===== config.mk =====
export PLATFORM = sky130hd
export DESIGN_NAME = csa_accum_ctrl_flat
export DESIGN_NICKNAME = d
export VERILOG_FILES = /design/src/rtl/csa_accum_ctrl_pkg.sv /design/src/rtl/csa_accum_ctrl_if.sv /design/src/rtl/csa_accum_ctrl_csa52.sv /design/src/rtl/csa_accum_ctrl.sv /design/src/flat_wrapper.sv
export SDC_FILE = /design/constraint.sdc
export NUM_CORES = 1
export LEC_CHECK = 0
export BUFFER_PORTS_ARGS = -buffer_cell sky130_fd_sc_hd__buf_2
export CAP_MARGIN = 0
export CORE_ASPECT_RATIO = 1.2
export CORE_MARGIN = 2
export CORE_UTILIZATION = 55
export CTS_BUF_LIST = sky130_fd_sc_hd__clkbuf_4 sky130_fd_sc_hd__clkbuf_8
export DETAILED_ROUTE_END_ITERATION = 6
export PLACE_DENSITY = 0.9
export SLEW_MARGIN = 15
export SYNTH_ARGS = -nofsm -noshare
export SYNTH_HDL_FRONTEND = slang
export SYNTH_SLANG_ARGS = --single-unit
export TNS_END_PERCENT = 100

===== constraint.sdc =====
create_clock -name clk -period 3.1 [get_ports clk]
set_clock_uncertainty 0.15 [all_clocks]
set_input_delay 0.93 -clock clk [delete_from_list [all_inputs] [get_ports clk]]
set_output_delay 0.93 -clock clk [all_outputs]
set_load 0.02 [all_outputs]

===== src/rtl/csa_accum_ctrl_pkg.sv =====
// Shared types and constants for the carry-save accumulator controller.
package csa_ctrl_pkg;

  localparam int unsigned LANES     = 3;
  localparam int unsigned DEF_WIDTH = 11;
  localparam int unsigned DEF_CNT_W = 8;

  typedef enum logic [1:0] {
    IDLE,
    ACCUM,
    RESOLVE,
    DONE
  } state_t;

endpackage


===== src/rtl/csa_accum_ctrl_if.sv =====
// Beat input / result output bundle for csa_accum_ctrl.
interface csa_accum_ctrl_if #(
  parameter int unsigned WIDTH = csa_ctrl_pkg::DEF_WIDTH,
  parameter int unsigned CNT_W = csa_ctrl_pkg::DEF_CNT_W
);
  logic                            in_valid;
  logic                            in_ready;
  logic [WIDTH-1:0]                in_op0;
  logic [WIDTH-1:0]                in_op1;
  logic [WIDTH-1:0]                in_op2;
  logic [csa_ctrl_pkg::LANES-1:0]  in_mask;
  logic                            in_last;
  logic                            abort;
  logic                            out_valid;
  logic                            out_ready;
  logic [WIDTH-1:0]                out_result;
  logic [CNT_W-1:0]                out_beats;

  modport master (
    output in_valid, in_op0, in_op1, in_op2, in_mask, in_last, abort, out_ready,
    input  in_ready, out_valid, out_result, out_beats
  );

  modport slave (
    input  in_valid, in_op0, in_op1, in_op2, in_mask, in_last, abort, out_ready,
    output in_ready, out_valid, out_result, out_beats
  );
endinterface


===== src/rtl/csa_accum_ctrl_csa52.sv =====
// 5:2 compressor: sum + 2*carry == x0+x1+x2+x3+x4 (mod 2^WIDTH), carry-ins tied low.
module csa_5_2 #(
  parameter int unsigned WIDTH = csa_ctrl_pkg::DEF_WIDTH
) (
  input  logic [WIDTH-1:0] x0,
  input  logic [WIDTH-1:0] x1,
  input  logic [WIDTH-1:0] x2,
  input  logic [WIDTH-1:0] x3,
  input  logic [WIDTH-1:0] x4,
  output logic [WIDTH-1:0] sum,
  output logic [WIDTH-1:0] carry
);

  logic ci1, ci2, s1, s2, co1, co2;

  // Three cascaded full adders per bit; the two lateral carries ripple to bit i+1.
  always_comb begin
    sum   = '0;
    carry = '0;
    ci1   = 1'b0;
    ci2   = 1'b0;
    s1    = 1'b0;
    s2    = 1'b0;
    co1   = 1'b0;
    co2   = 1'b0;
    for (int unsigned i = 0; i < WIDTH; i++) begin
      s1       = x0[i] ^ x1[i] ^ x2[i];
      co1      = (x0[i] & x1[i]) | (x0[i] & x2[i]) | (x1[i] & x2[i]);
      s2       = s1 ^ x3[i] ^ ci1;
      co2      = (s1 & x3[i]) | (s1 & ci1) | (x3[i] & ci1);
      sum[i]   = s2 ^ x4[i] ^ ci2;
      carry[i] = (s2 & x4[i]) | (s2 & ci2) | (x4[i] & ci2);
      ci1      = co1;
      ci2      = co2;
    end
  end

endmodule


===== src/rtl/csa_accum_ctrl.sv =====
// Accumulates three masked operand lanes per beat in carry-save form,
// resolving with one carry-propagate add after the last beat.
module csa_accum_ctrl
  import csa_ctrl_pkg::*;
#(
  parameter int unsigned WIDTH = DEF_WIDTH,
  parameter int unsigned CNT_W = DEF_CNT_W
) (
  input logic             clk,
  input logic             rst_n,
  csa_accum_ctrl_if.slave bus
);

  state_t           state_q, state_d;
  logic             live_q;
  logic             accept, consume;
  logic [WIDTH-1:0] s_q, c_q;
  logic [WIDTH-1:0] lane0, lane1, lane2;
  logic [WIDTH-1:0] csa_sum, csa_carry;
  logic [CNT_W-1:0] cnt_q;
  logic [WIDTH-1:0] result_q;
  logic [CNT_W-1:0] beats_q;

  // AND-masking keeps disabled lanes at zero even when their data is unknown.
  assign lane0 = bus.in_op0 & {WIDTH{bus.in_mask[0]}};
  assign lane1 = bus.in_op1 & {WIDTH{bus.in_mask[1]}};
  assign lane2 = bus.in_op2 & {WIDTH{bus.in_mask[2]}};

  csa_5_2 #(.WIDTH(WIDTH)) u_csa (
    .x0    (s_q),
    .x1    (c_q << 1),
    .x2    (lane0),
    .x3    (lane1),
    .x4    (lane2),
    .sum   (csa_sum),
    .carry (csa_carry)
  );

  // live_q holds in_ready low for the first cycle after reset release.
  assign bus.in_ready   = live_q && (state_q == IDLE || state_q == ACCUM);
  assign bus.out_valid  = (state_q == DONE);
  assign bus.out_result = result_q;
  assign bus.out_beats  = beats_q;
  assign accept         = bus.in_valid && bus.in_ready;
  assign consume        = bus.out_valid && bus.out_ready;

  always_comb begin
    state_d = state_q;
    case (state_q)
      IDLE, ACCUM: if (accept) state_d = bus.in_last ? RESOLVE : ACCUM;
      RESOLVE:     state_d = DONE;
      DONE:        if (consume) state_d = IDLE;
      default:     state_d = IDLE;
    endcase
    if (bus.abort) state_d = IDLE;
  end

  always_ff @(posedge clk or negedge rst_n) begin
    if (!rst_n) begin
      state_q  <= IDLE;
      live_q   <= 1'b0;
      s_q      <= '0;
      c_q      <= '0;
      cnt_q    <= '0;
      result_q <= '0;
      beats_q  <= '0;
    end else begin
      state_q <= state_d;
      live_q  <= 1'b1;
      if (bus.abort || consume) begin
        s_q   <= '0;
        c_q   <= '0;
        cnt_q <= '0;
      end else if (accept) begin
        s_q <= csa_sum;
        c_q <= csa_carry;
        if (cnt_q != '1) cnt_q <= cnt_q + CNT_W'(1);
      end
      if (state_q == RESOLVE) begin
        result_q <= s_q + (c_q << 1);
        beats_q  <= cnt_q;
      end
    end
  end

endmodule

===== src/flat_wrapper.sv =====
// flat-port wrapper written by rule: the top's interface ports become plain ports
module csa_accum_ctrl_flat import csa_ctrl_pkg::*;
#(
  parameter int unsigned WIDTH = DEF_WIDTH,
  parameter int unsigned CNT_W = DEF_CNT_W
)
  (clk, rst_n, bus_in_valid, bus_in_op0, bus_in_op1, bus_in_op2, bus_in_mask, bus_in_last, bus_abort, bus_out_ready, bus_in_ready, bus_out_valid, bus_out_result, bus_out_beats);
  csa_accum_ctrl_if #(.WIDTH(WIDTH), .CNT_W(CNT_W)) bus_i ();
  input logic clk;
  input logic rst_n;
  input wire logic [$bits(bus_i.in_valid)-1:0] bus_in_valid;
  input wire logic [$bits(bus_i.in_op0)-1:0] bus_in_op0;
  input wire logic [$bits(bus_i.in_op1)-1:0] bus_in_op1;
  input wire logic [$bits(bus_i.in_op2)-1:0] bus_in_op2;
  input wire logic [$bits(bus_i.in_mask)-1:0] bus_in_mask;
  input wire logic [$bits(bus_i.in_last)-1:0] bus_in_last;
  input wire logic [$bits(bus_i.abort)-1:0] bus_abort;
  input wire logic [$bits(bus_i.out_ready)-1:0] bus_out_ready;
  output wire logic [$bits(bus_i.in_ready)-1:0] bus_in_ready;
  output wire logic [$bits(bus_i.out_valid)-1:0] bus_out_valid;
  output wire logic [$bits(bus_i.out_result)-1:0] bus_out_result;
  output wire logic [$bits(bus_i.out_beats)-1:0] bus_out_beats;
  assign bus_i.in_valid = bus_in_valid;
  assign bus_i.in_op0 = bus_in_op0;
  assign bus_i.in_op1 = bus_in_op1;
  assign bus_i.in_op2 = bus_in_op2;
  assign bus_i.in_mask = bus_in_mask;
  assign bus_i.in_last = bus_in_last;
  assign bus_i.abort = bus_abort;
  assign bus_i.out_ready = bus_out_ready;
  assign bus_in_ready = bus_i.in_ready;
  assign bus_out_valid = bus_i.out_valid;
  assign bus_out_result = bus_i.out_result;
  assign bus_out_beats = bus_i.out_beats;
  csa_accum_ctrl #(.WIDTH(WIDTH), .CNT_W(CNT_W)) u_core (.clk(clk), .rst_n(rst_n), .bus(bus_i));
endmodule

==> results.toml <==
[synth]
synth_flop_cell = "dfrtp_1"
synth.distinct_cells = 42
syn_inst = 369
synth_seq_cells = 51
ys_seq_area_share_pct = 37.4
synth_edf_count = 0
async_reset_ff_share_pct = 100
syn_nets = 452
synth.area.mux_share_pct = 0.587
synthSimpleGateAreaFrac_pct = 18.5
synth_xor_xnor_area_share_pct = 4.55
synth-compound-area-share_pct = 11.7
synth_top_family_by_area = "adder cells"
synthAdderAreaFrac_pct = 21.2
syn_area_mm2 = 0.00341
avgSynthCellArea_um2 = 9.24
yosys_warnings = 0

[cells_and_area]
nets = 510
drive_gt1_share_pct = 18.7
synthToLayoutAreaGrowth_pct = 15.7
fin_area_mm2 = 0.00395
instances_no_fill = 510
layout_common_cells = "nand2_1 (91), buf_2 (61), dfrtp_1 (51), inv_1 (38), fa_1 (28)"
antenna_cells = 0
final_common_cell = "nand2_1"

[place]
hpwlAfterDp_um = 5660
place_congestion = 0.935
dpl_cell_area_mm2 = 0.00382
numPortBuffers = 62
placedCellCount = 502

[floorplan]
die_w_um = 75.9
ios = 63
row_count = 31
dieArea_mm2 = 0.00685
die_h_um = 90.3
start_util_pct = 56.7
core_mm2 = 0.00601

[timing]
setup_viol = 0
hold_viol = 0
fmax_mhz = 335
tightestPinTransition_ns = 1.08
rsz0062_at_grt = "no"
fin_crit_sh_pct = 96.2
period_needed_ns = 2.98
final_max_slew_viol_count = 0
tns_ns = 0
slew_headroom_pct = 28.1

[setup_path]
crit_required_ns = 3.18
reg2reg_slack_ns = 0.54
end_kind = "flip-flop"
crit_type = "input pin to flip-flop"
worstPathArrival_ns = 3.06
slowest_delay_ns = 0.55
cp-startpoint = "bus_in_mask[0]"
cp_common_cell = "fa_1"
critPathSlowestCell = "fa_1"
cp_cell_sequence = "clkbuf_4 > nand2_1 > fa_1 > inv_1 > fa_1 > fa_1 > nand2_1 > a21oi_1"
path_max_fanout = 11
cp_num_buf_inv = 2
rr_endpoint = "u_core.s_q[8]"
r2r_start = "u_core.s_q[8]"
cp-start-kind = "input pin"
ff2ff_path_depth = 7
crit_family = "adder cells"

[min_path]
min_to = "u_core.bus.out_beats[2]"
worstHoldStart = "u_core.bus.out_beats[2]"
hp-class = "flip-flop to flip-flop"
min_path_cells = 2

[clock_network]
cts_sinks = 51
cts.reportedPaths.clkPinSlew_ns = 0.10
cts_setup_buffers = 0
holdBufCountCts = 0
cts.path.max_buffers = 2
cts_buffers = 5
clock-root-buffer = "clkbuf_8"
cts_max_level = 2
clock_latency_ns = 0.31
cts_tree = "yes"

[drt]
antenna_left = 0
drc = 0
routed_wl_um = 7550
routedWlPerCell_um = 14.8
drtIter0Drc = 157
dr.pass1.iters = 4
via_count = 2745
vias_per_cell = 5.38

[power_and_ir_drop]
p_clk_share_pct = 29.5
share_comb_of_total_power_pct = 25.8
ir_drop_v = 0.000277
power_density_mw_per_mm2 = 429
seqPwrFrac_pct = 44.7
power_switching_share_pct = 31.6
total_power_mw = 1.69
power.net_switching_mw = 0.535
power_leakage_nw = 2.01
internal_power_mw = 1.16

[grt]
grt_pass1_vias = 2909
overflow = 0
track_usage_pct = 24.9
grt_max_degree = 52
antenna_found_initial = 0
grt_pass1_wl_um = 13200

[run_status]
outcome = "finished clean"

[run]
cap_viol_max_count = 0
-- routing by layer --
layer	routed length (um)	vias up	GRT usage [%]
met2	4020	80	41.7
met3	293	18	4.46
met1	3060	1357	32.6
met5	0	-	0
met4	165	0	7.16
li1	-	1290	-
-- registers in the layout, summed over array words and instances (netlist names) --
signal	count
u_core.live_q	1
u_core.bus.out_beats	8
u_core.c_q	10
u_core.state_q	2
u_core.cnt_q	8
u_core.bus.out_result	11
u_core.s_q	11
-- layout make-up --
cell class              count  area [um^2]
flip-flops and latches     51         1280
inverters                  38          143
fillers                   457         2070
well taps                  82          103
repair buffers             66          355
clock buffers               6         82.6
clock inverters             2         38.8
multi-input cells         265         1950
-- per-stage QoR --
stage,hold slack [ns],util (%),worst slack [ns]
final,0.331,65.6,0.117
after global routing,0.357,65.6,0.0190
after CTS,0.335,65.5,0.0378
after detailed placement,0.312,63.5,-0.281
after global placement,0.309,63.5,-0.195
after floorplan,0.315,-,-0.00174
-- power by group through the flow --
stage          Sequential [mW]  Clock [mW]  Combinational [mW]
6_report                 0.758       0.499               0.437
5_1_grt                  0.764       0.522               0.504
4_1_cts                  0.756       0.495               0.440
3_5_place_dp             0.769           0               0.436
3_3_place_gp             0.766           0               0.410
2_1_floorplan            0.795           0               0.263
-- cell usage after synthesis, types with 5 or more instances --
master,number,area [um^2]
nand2_1,92,345
dfrtp_1,51,1280
inv_1,38,143
fa_1,28,561
a21oi_1,23,115
and2_1,20,125
nor2_1,18,67.6
clkbuf_1,14,52.6
ha_1,13,163
o21ai_1,6,30.0
xnor2_1,6,52.6
xor2_1,6,52.6
a211oi_1,5,37.5
-- worst max-delay path by stage --
stage                          to  cells past startpoint  slack (ns)
CTS                 u_core.s_q[5]                      8        0.04
floorplan           u_core.s_q[9]                      8      -0.002
finish              u_core.s_q[5]                      8        0.12
detailed placement  u_core.s_q[5]                      8       -0.28
global route        u_core.s_q[1]                      8        0.02
global placement    u_core.s_q[4]                      8       -0.19
-- worst reg2reg max path, delay by kind of cell (launching register included) --
kind / cells / cell delay, ns
simple gates: 1 / 0.06
flops: 1 / 0.40
fa+ha+maj: 3 / 1.58
buf+inv: 2 / 0.13
compound gates: 1 / 0.16
-- kinds of logic after synthesis --
logic type | Yosys count
adder cells (fa/ha/maj) | 41
other | 1
buffers and inverters | 53
AND/OR/NAND/NOR | 146
AO/OA/AOI/OAI | 61
flip-flops | 51
XOR/XNOR | 14
multiplexers | 2
-- what timing repair did --
action                                  4_1_cts  5_1_grt
hold endpoints to repair                      0        0
gates resized for setup                       0        2
endpoints found under the setup margin        0        7
Power figures use the tool's default switching activity.
